### src/rtl/spell_mem_arbiter.sv
// Two-requester arbiter for the spell memory port: one grant at a time, one idle cycle after each access.
// Define SPELL_MEM_ARB_RR_EN for round-robin contention handling; otherwise req0 has fixed priority.
module spell_mem_arbiter #(
  parameter int ADDR_WIDTH = 8,
  parameter int DATA_WIDTH = 8
) (
  input  logic                  clock,
  input  logic                  reset,
  input  logic                  req0_select,
  input  logic [ADDR_WIDTH-1:0] req0_addr,
  input  logic [DATA_WIDTH-1:0] req0_data_in,
  input  logic [1:0]            req0_type,
  input  logic                  req0_write,
  output logic [DATA_WIDTH-1:0] req0_data_out,
  output logic                  req0_ready,
  input  logic                  req1_select,
  input  logic [ADDR_WIDTH-1:0] req1_addr,
  input  logic [DATA_WIDTH-1:0] req1_data_in,
  input  logic [1:0]            req1_type,
  input  logic                  req1_write,
  output logic [DATA_WIDTH-1:0] req1_data_out,
  output logic                  req1_ready,
  output logic                  mem_select,
  output logic [ADDR_WIDTH-1:0] mem_addr,
  output logic [DATA_WIDTH-1:0] mem_data_in,
  output logic [1:0]            mem_type,
  output logic                  mem_write,
  input  logic [DATA_WIDTH-1:0] mem_data_out,
  input  logic                  mem_data_ready,
  output logic [1:0]            grant,
  output logic                  busy
);

  // state   | meaning
  // IDLE    | no owner, waiting for a select
  // GRANT0  | req0 owns the memory port
  // GRANT1  | req1 owns the memory port
  // RELEASE | one dead cycle that swallows the finishing requester's lingering select
  typedef enum logic [1:0] {IDLE, GRANT0, GRANT1, RELEASE} state_t;

  state_t state;
  logic   pick0;

`ifdef SPELL_MEM_ARB_RR_EN
  logic last_served;  // 1 = req1 was served last, so req0 wins the next contention
  assign pick0 = req0_select && (!req1_select || last_served);
`else
  assign pick0 = req0_select;
`endif

  always_ff @(posedge clock) begin
    if (reset) begin
      state <= IDLE;
      grant <= 2'b00;
      busy  <= 1'b0;
`ifdef SPELL_MEM_ARB_RR_EN
      last_served <= 1'b1;
`endif
    end else begin
      case (state)
        IDLE: begin
          if (pick0) begin
            state <= GRANT0;
            grant <= 2'b01;
            busy  <= 1'b1;
          end else if (req1_select) begin
            state <= GRANT1;
            grant <= 2'b10;
            busy  <= 1'b1;
          end
        end
        GRANT0: begin
          if (mem_data_ready || !req0_select) begin
            state <= RELEASE;
            grant <= 2'b00;
`ifdef SPELL_MEM_ARB_RR_EN
            last_served <= 1'b0;
`endif
          end
        end
        GRANT1: begin
          if (mem_data_ready || !req1_select) begin
            state <= RELEASE;
            grant <= 2'b00;
`ifdef SPELL_MEM_ARB_RR_EN
            last_served <= 1'b1;
`endif
          end
        end
        RELEASE: begin
          state <= IDLE;
          grant <= 2'b00;
          busy  <= 1'b0;
        end
        default: begin
          state <= IDLE;
          grant <= 2'b00;
          busy  <= 1'b0;
        end
      endcase
    end
  end

  always_comb begin
    mem_select  = 1'b0;
    mem_addr    = '0;
    mem_data_in = '0;
    mem_type    = 2'b00;
    mem_write   = 1'b0;
    req0_ready  = 1'b0;
    req1_ready  = 1'b0;
    case (state)
      GRANT0: begin
        mem_select  = req0_select;
        mem_addr    = req0_addr;
        mem_data_in = req0_data_in;
        mem_type    = req0_type;
        mem_write   = req0_write;
        req0_ready  = mem_data_ready;
      end
      GRANT1: begin
        mem_select  = req1_select;
        mem_addr    = req1_addr;
        mem_data_in = req1_data_in;
        mem_type    = req1_type;
        mem_write   = req1_write;
        req1_ready  = mem_data_ready;
      end
      default: begin
      end
    endcase
  end

  assign req0_data_out = mem_data_out;
  assign req1_data_out = mem_data_out;

endmodule

### config.mk
export PLATFORM = sky130hd
export DESIGN_NAME = spell_mem_arbiter
export DESIGN_NICKNAME = d
export VERILOG_FILES = /design/src/rtl/spell_mem_arbiter.sv
export SDC_FILE = /design/constraint.sdc
export NUM_CORES = 1
export LEC_CHECK = 0
export BUFFER_PORTS_ARGS = -buffer_cell sky130_fd_sc_hd__buf_2
export CELL_PAD_IN_SITES_DETAIL_PLACEMENT = 2
export CELL_PAD_IN_SITES_GLOBAL_PLACEMENT = 2
export CORE_ASPECT_RATIO = 0.9
export CORE_MARGIN = 5
export CORE_UTILIZATION = 16
export CTS_BUF_LIST = sky130_fd_sc_hd__clkbuf_8
export DETAILED_ROUTE_END_ITERATION = 10
export PLACE_DENSITY_LB_ADDON = 0.1
export SLEW_MARGIN = 0
export SYNTH_ARGS = -nofsm -noshare
export SYNTH_HDL_FRONTEND = slang
export SYNTH_SLANG_ARGS = --single-unit
export TNS_END_PERCENT = 10
### constraint.sdc
create_clock -name clock -period 4.4 [get_ports clock]
set_input_delay 0.44 -clock clock [delete_from_list [all_inputs] [get_ports clock]]
set_output_delay 0.44 -clock clock [all_outputs]
set_load 0.01 [all_outputs]
==> metrics.log, run 1 <==
INFO  metric place.detailed.hpwl = 2.52 mm
INFO  metric power-per-cell-area = around 530 mW/mm^2
INFO  metric cts-hold-fix-buffers = 0
INFO  metric max_slew.worst_pin.slew = just under 0.8 ns
INFO  metric clock_path_buffers = 2
INFO  metric required = 3.96 ns
INFO  metric route.antenna.remaining_nets = 0
INFO  metric ctsHtreeMaxLevel = 1
INFO  metric finalCriticalPeriod = about 2.4 ns
INFO  metric numClockSinks = 5
INFO  metric maxSlewViolCount = 0
INFO  metric synth.lib_cells_used.distinct = 23
INFO  metric synth-edff-count = 0
INFO  metric fp.dieW = 83.8 um
INFO  metric final_net_count = 204
INFO  metric largest_stage_delay_worst_path = 0.68 ns
INFO  metric status = finished clean
INFO  metric timing_worst_setup_path_type = register to output port
INFO  metric critical-path-slowest-cell = ha_1
INFO  metric detail_route.first_pass.iterations = 3
INFO  metric post-place-cells = 207
INFO  metric holdCritPathClass = register to register
INFO  metric clkSlewWorstSetupHoldPaths = 0.04 ns
INFO  metric dieArea = 0.00641 sq mm
INFO  metric total_of_cells_resized_after_clock_tree_synthesis = 0
INFO  metric finalClockSkew = ~0.00099 ns
INFO  metric power.ir.vdd_worst = around 0.00019 V
INFO  metric net-switching-power = between 0.2 and 0.3 mW
INFO  metric synthToLayoutAreaGrowth = 40.4%
INFO  metric route.detailed.wl_per_inst = 14.5 um
INFO  metric critPathLaunchType = register
INFO  metric synthArstFlopShare = 0
INFO  metric nFillCells = 602
INFO  metric power.switching_fraction = 0.452
INFO  metric cap_viol_max_count = 0
INFO  metric detail_route.drc_violations = 0
INFO  metric final_cell_mix = buf_2 (67), a22oi_1 (19), nor2b_1 (19)
INFO  metric layoutNonFillerInstCount = 211
INFO  metric syn_inst = just under 100
INFO  metric mostFrequentLayoutCell = buf_2
INFO  metric fin_crit_sh = 0.538
INFO  metric route.vias.total = about 850
INFO  metric drive_gt1_frac = 0.527
INFO  metric grt_usage = 0.0948
INFO  metric pwr-share-comb = 0.734
INFO  metric synth-warning-count = 0
INFO  metric die_h = 76.4 um
INFO  metric worstPathCellList = inv_1 > ha_1 > a22oi_2 > and2b_2 > buf_2
INFO  metric io_pins = 92
INFO  metric maximum_number_of_pins_on_one_net_before_global_route_repair = 23
INFO  metric synth_flop_cell = dfxtp_1
INFO  metric antennaDiodeCount = 0
INFO  metric mappedNetlistArea = 785 sq um
INFO  metric place.gp.congestion = 0.738
INFO  metric setup_tns = 0 ns
INFO  metric drt_wl_total = roughly 3 mm
INFO  metric row_count = 24
INFO  metric port_buffers = 67
INFO  metric route.detailed.vias_per_inst = 4.02
INFO  metric max_freq = 422 MHz
INFO  metric globalRoute.totalOverflow = 0
INFO  metric cp_top_family = adder cells
INFO  metric number_of_antenna_violations_at_the_first_check_in_global_routing = 0
INFO  metric power.static_leakage = 0.556 nW
INFO  metric avgSynthCellArea = 8.09 sq um
INFO  metric grt_setup_unrepaired = false
INFO  metric ys_ff_latch = 5
INFO  metric post-cts-setup-buffers = 0
INFO  metric grt_pass1_wl = 4.85 mm
INFO  metric critPathArrivalTime = 1.93 ns
INFO  metric clock_insertion_delay_worst_skew = between 0.2 and 0.25 ns
INFO  metric critical_path.endpoint_type = output port
INFO  metric cts_inserted_buffers = 3
INFO  metric cts_root_buf = clkbuf_8
INFO  metric p_clk_frac = 0.139
INFO  metric syn-num-nets = 154
INFO  metric timing.critical_path.fanout_max = 21
INFO  metric power_frac_seq = 0.127
INFO  metric tritoncts_clock_tree = built
INFO  metric worst_slew_margin_rel = 0.472
INFO  metric synth_sequential_area_ratio = 0.128
INFO  metric internal-power = 0.320 mW
INFO  metric drt_first_iter_violations = 9
INFO  metric setup_viol = 0
INFO  metric floorplan.core_area = between 0.004 and 0.005 sq mm
INFO  metric floorplan.initialDensity = 0.163
INFO  metric hold_violations = 0
INFO  metric first_global_vias = 922
INFO  metric critical_path.n_buffers_inverters = 2
[layer usage]
metal | track usage | part of all wire | up-vias
li1 | - | - | 419
met1 | 0.0950 | 0.39 | 395
met2 | 0.172 | 0.51 | 32
met3 | 0.0411 | 0.087 | 2
met4 | 0.0354 | 0.0091 | 0
met5 | 0 | 0 | -
[cell usage after synthesis, types with 2 or more instances]
master,number,share of area
clkbuf_1,4,0.019
inv_1,3,0.014
a22oi_1,19,0.18
and2_1,2,0.016
dfxtp_1,5,0.13
mux2i_1,4,0.051
nand2b_1,3,0.024
buf_4,16,0.15
nor2b_1,19,0.15
nor2_1,3,0.014
ha_1,6,0.096
buf_2,2,0.013
[per-stage QoR]
| step | utilization | power [mW] | instance area, sq um | worst slack (ns) | hold WS, ns |
|---|---|---|---|---|---|
| floorplan | - | 0.382 | 785 | 2.72 | 0.492 |
| global placement | 0.220 | 0.504 | 1060 | 2.28 | 0.464 |
| detailed placement | 0.220 | 0.517 | 1060 | 2.22 | 0.474 |
| CTS | 0.229 | 0.602 | 1100 | 1.98 | 0.481 |
| global route | 0.229 | 0.644 | 1100 | 1.85 | 0.500 |
| finish | 0.229 | 0.584 | 1100 | 2.03 | 0.474 |
[worst reg2reg max path, stage by stage (launching register included)]
cell and delay [ns]:
dfxtp_1 0.34, inv_1 0.12, ha_1 0.68, a22oi_2 0.19, o21ba_4 0.27, mux2_4 0.29
[sequential cells by signal (all words and copies together), names as in the netlist]
signal,count
grant,2
busy,1
state,2
[logic make-up (layout without fill, tap and decap cells)]
group	Yosys count	after routing	synth area share
fa+ha+maj	6	6	0.0957
buf+inv	25	74	0.199
mux	5	5	0.0702
flops	5	5	0.128
compound gates	25	25	0.254
simple gates	31	31	0.254
[final cells by class]
type | count | area (sq um) | area share
Clock buffer | 3 | 41.3 | 0.0375
Clock inverter | 1 | 3.75 | 0.00341
Inverter | 3 | 11.3 | 0.0102
Multi-Input combinational cell | 67 | 528 | 0.480
Sequential cell | 5 | 100 | 0.0909
Tap cell | 65 | 81.3 | 0.0739
Timing Repair Buffer | 67 | 335 | 0.305
[power by group through the flow]
stage / Sequential (mW) / Clock [mW] / Combinational, mW
CTS: 0.0746 / 0.0846 / 0.443
detailed placement: 0.0753 / 0 / 0.441
floorplan: 0.0767 / 0 / 0.305
global route: 0.0757 / 0.0906 / 0.478
finish: 0.0742 / 0.0814 / 0.428
global placement: 0.0735 / 0 / 0.430
[final timing paths]
| path | to | from | cells after the start | slack [ns] |
|---|---|---|---|---|
| worst max register to register | state[0]$_SDFFE_PP0P_ | state[1]$_SDFFE_PP0P_ | 5 | 2.39 |
| worst min-delay path | grant[0]$_SDFFE_PP0P_ | grant[0]$_SDFFE_PP0P_ | 2 | 0.47 |
| worst min register to register | grant[0]$_SDFFE_PP0P_ | grant[0]$_SDFFE_PP0P_ | 2 | 0.47 |
| worst max-delay path | mem_select | state[1]$_SDFFE_PP0P_ | 5 | 2.03 |
No activity file was read; power rests on OpenSTA's default activity.
==> run 2, diff against run 1 <==
--- a/config.mk
+++ b/config.mk
@@ -5,12 +5,13 @@
 export SDC_FILE = /design/constraint.sdc
 export NUM_CORES = 1
 export LEC_CHECK = 0
+export ABC_AREA = 1
 export BUFFER_PORTS_ARGS = -buffer_cell sky130_fd_sc_hd__buf_2
 export CELL_PAD_IN_SITES_DETAIL_PLACEMENT = 2
 export CELL_PAD_IN_SITES_GLOBAL_PLACEMENT = 2
 export CORE_ASPECT_RATIO = 0.9
 export CORE_MARGIN = 5
-export CORE_UTILIZATION = 16
+export CORE_UTILIZATION = 14
 export CTS_BUF_LIST = sky130_fd_sc_hd__clkbuf_8
 export DETAILED_ROUTE_END_ITERATION = 10
 export PLACE_DENSITY_LB_ADDON = 0.1
==> constraint.sdc (replaced) <==
create_clock -name clock -period 2.25 [get_ports clock]
set_input_delay 0.225 -clock clock [delete_from_list [all_inputs] [get_ports clock]]
set_output_delay 0.225 -clock clock [all_outputs]
set_load 0.01 [all_outputs]
==> metrics.log, run 2 <==
INFO  metric detail_route.drc_violations = 0
INFO  metric syn-num-nets = 189
INFO  metric pwr-share-comb = 0.761
INFO  metric clock_path_buffers = 2
INFO  metric power_frac_seq = 0.119
INFO  metric timing.reg2reg.worst_path_depth = 9
INFO  metric fin_crit_sh = 0.852
INFO  metric nFillCells = 685
INFO  metric maximum_number_of_pins_on_one_net_before_global_route_repair = 22
INFO  metric synthArstFlopShare = 0
INFO  metric synth.lib_cells_used.distinct = 13
INFO  metric critPathLaunchType = register
INFO  metric r2r_slack = roughly 0.75 ns
INFO  metric power.switching_fraction = 0.540
INFO  metric floorplan.initialDensity = 0.146
INFO  metric critical_path.endpoint_type = output port
INFO  metric largestRegisters = grant x2, state x2, busy x1
INFO  metric setup_tns = 0 ns
INFO  metric cts_root_buf = clkbuf_8
INFO  metric mostFrequentLayoutCell = buf_2
INFO  metric timing.critical_path.fanout_max = 14
INFO  metric synth_sequential_area_ratio = 0.129
INFO  metric net-switching-power = slightly above 0.7 mW
INFO  metric setup_viol = 0
INFO  metric die_h = 80.6 um
INFO  metric post-cts-setup-buffers = 0
INFO  metric timing_worst_setup_path_type = register to output port
INFO  metric place.gp.congestion = ~0.77
INFO  metric synthToLayoutAreaGrowth = 43.5%
INFO  metric mappedNetlistArea = ~780 sq um
INFO  metric detail_route.first_pass.iterations = 3
INFO  metric worst_r2r_startpoint = state[1]$_SDFFE_PP0P_
INFO  metric cap_viol_max_count = 0
INFO  metric synth-edff-count = 0
INFO  metric route.vias.total = 999
INFO  metric maxSlewViolCount = 0
INFO  metric cts-hold-fix-buffers = 0
INFO  metric grt_usage = 0.0952
INFO  metric grt_pass1_wl = 5.40 mm
INFO  metric ys_ff_latch = 5
INFO  metric cts_inserted_buffers = 3
INFO  metric drive_gt1_frac = 0.438
INFO  metric first_global_vias = roughly 1,100
INFO  metric fp.dieW = 88.5 um
INFO  metric status = finished clean
INFO  metric min_from = reset
INFO  metric synth_flop_cell = dfxtp_1
INFO  metric drt_first_iter_violations = 16
INFO  metric p_clk_frac = 0.120
INFO  metric clkSlewWorstSetupHoldPaths = 0.03 ns
INFO  metric power-per-cell-area = 1190 mW/mm^2
INFO  metric antennaDiodeCount = 0
INFO  metric total_of_cells_resized_after_clock_tree_synthesis = 0
INFO  metric port_buffers = between 60 and 70
INFO  metric row_count = 25
INFO  metric yosys-top-cells-area = nand2_1 (25%), buf_4 (16%), a21oi_1 (15%), dfxtp_1 (13%), ha_1 (9.7%)
INFO  metric post_place_instance_area = 0.00107 sq mm
INFO  metric worst_slew_margin_rel = 0.803
INFO  metric place.detailed.hpwl = 2.95 mm
INFO  metric max_freq = 522 MHz
INFO  metric required = 2.03 ns
INFO  metric synthDominantAreaCellType = nand2_1
INFO  metric avgSynthCellArea = ~5.9 sq um
INFO  metric reg2reg_to = state[0]$_SDFFE_PP0P_
INFO  metric holdCritPathClass = primary input to register
INFO  metric globalRoute.totalOverflow = 0
INFO  metric syn_inst = about 130
INFO  metric final_net_count = 243
INFO  metric finalClockSkew = 0.00149 ns
INFO  metric ctsHtreeMaxLevel = 1
INFO  metric numClockSinks = 5
INFO  metric yosysTopAreaCellShare = 0.252
INFO  metric io_pins = between 90 and 100
INFO  metric power.ir.vdd_worst = approximately 0.00032 V
INFO  metric final_cell_mix = buf_2 (67), nand2_1 (52), a21oi_1 (23)
INFO  metric max_slew.worst_pin.slew = 0.296 ns
INFO  metric number_of_antenna_violations_at_the_first_check_in_global_routing = 0
INFO  metric synth_top_cells_by_count = nand2_1 (52), a21oi_1 (23), buf_4 (17)
INFO  metric post-synth-top-count-cell = nand2_1
INFO  metric tritoncts_clock_tree = built
INFO  metric power.static_leakage = 0.640 nW
INFO  metric grt_setup_unrepaired = false
INFO  metric route.detailed.vias_per_inst = 3.96
INFO  metric holdPathEnd = busy$_SDFFE_PP0P_
INFO  metric min_delay_path_depth = 4
INFO  metric internal-power = 0.608 mW
INFO  metric dieArea = approximately 0.0071 sq mm
INFO  metric hold_violations = 0
INFO  metric clock_insertion_delay_worst_skew = 0.22 ns
INFO  metric floorplan.core_area = 0.00532 sq mm
INFO  metric synth-warning-count = 0
INFO  metric route.detailed.wl_per_inst = ~14 um
INFO  metric drt_wl_total = 3.45 mm
INFO  metric route.antenna.remaining_nets = 0
INFO  metric finalCriticalPeriod = 1.92 ns
INFO  metric critPathArrivalTime = ~1.7 ns
INFO  metric final_cell_area = 0.00111 sq mm
## run 2: changes by cell type after synthesis, moves of 3 or more
cell      change
nand3_2       +3
a22oi_1      -19
mux2i_1       -4
nand2b_1      -3
a21oi_1      +22
inv_1         +6
nor2_1        +5
nand2_4       +3
nand2_1      +52
nor2b_1      -19
## run 2: layout make-up
cell class / instances / area [sq um] / area share
multi-input cells: 96 / 485 / 0.436
repair buffers: 71 / 365 / 0.328
flip-flops and latches: 5 / 100 / 0.0899
well taps: 67 / 83.8 / 0.0753
clock buffers: 3 / 41.3 / 0.0371
inverters: 9 / 33.8 / 0.0303
clock inverters: 1 / 3.75 / 0.00337
## run 2: per-layer routing
metal / part of all wire / global-route usage / vias up / wire (um)
met5: 0 / 0 / - / 0
met4: 0.0017 / 0.0166 / 0 / 6
met3: 0.077 / 0.0215 / 3 / 266
met2: 0.48 / 0.169 / 40 / 1640
met1: 0.44 / 0.117 / 457 / 1530
li1: - / - / 499 / -
## run 2: cells by family after synthesis
logic type	synth area share
AO/OA/AOI/OAI	0.148
buffers and inverters	0.245
flip-flops	0.129
AND/OR/NAND/NOR	0.381
adder cells (fa/ha/maj)	0.0968
## run 2: how the worst max path moves through the flow
stage | endpoint | startpoint | depth (start not counted) | slack (ns)
final | mem_addr[5] | state[1]$_SDFFE_PP0P_ | 6 | 0.33
after global routing | mem_data_in[2] | state[1]$_SDFFE_PP0P_ | 6 | 0.15
after CTS | mem_addr[5] | state[1]$_SDFFE_PP0P_ | 6 | 0.28
after detailed placement | mem_addr[5] | state[1]$_SDFFE_PP0P_ | 6 | 0.51
after global placement | mem_data_in[0] | state[1]$_SDFFE_PP0P_ | 6 | 0.64
after floorplan | mem_addr[0] | state[0]$_SDFFE_PP0P_ | 5 | 0.86
## run 2: power by group through the flow
stage / clock, mW / sequential (mW) / combinational [mW]
floorplan: 0 / 0.166 / 0.671
global placement: 0 / 0.160 / 1.02
detailed placement: 0 / 0.161 / 1.05
CTS: 0.167 / 0.160 / 1.05
global route: 0.173 / 0.166 / 1.15
finish: 0.158 / 0.158 / 1.01
## run 2: critical path, cell delays in order, from the launching register on
cell,delay [ns]
dfxtp_1,0.33
inv_1,0.14
ha_1,0.35
buf_4,0.27
nand2_1,0.07
a21oi_1,0.15
buf_2,0.16
## run 2: metrics by stage
stage | setup slack [ns] | total power, mW | hold WS, ns | util | cells
final | 0.333 | 1.32 | 0.319 | 0.209 | 252
after global routing | 0.153 | 1.49 | 0.357 | 0.209 | 252
after CTS | 0.276 | 1.38 | 0.326 | 0.209 | 252
after detailed placement | 0.514 | 1.21 | 0.450 | 0.201 | 248
after global placement | 0.637 | 1.18 | 0.450 | 0.201 | 248
after floorplan | 0.862 | 0.837 | 0.416 | - | 132
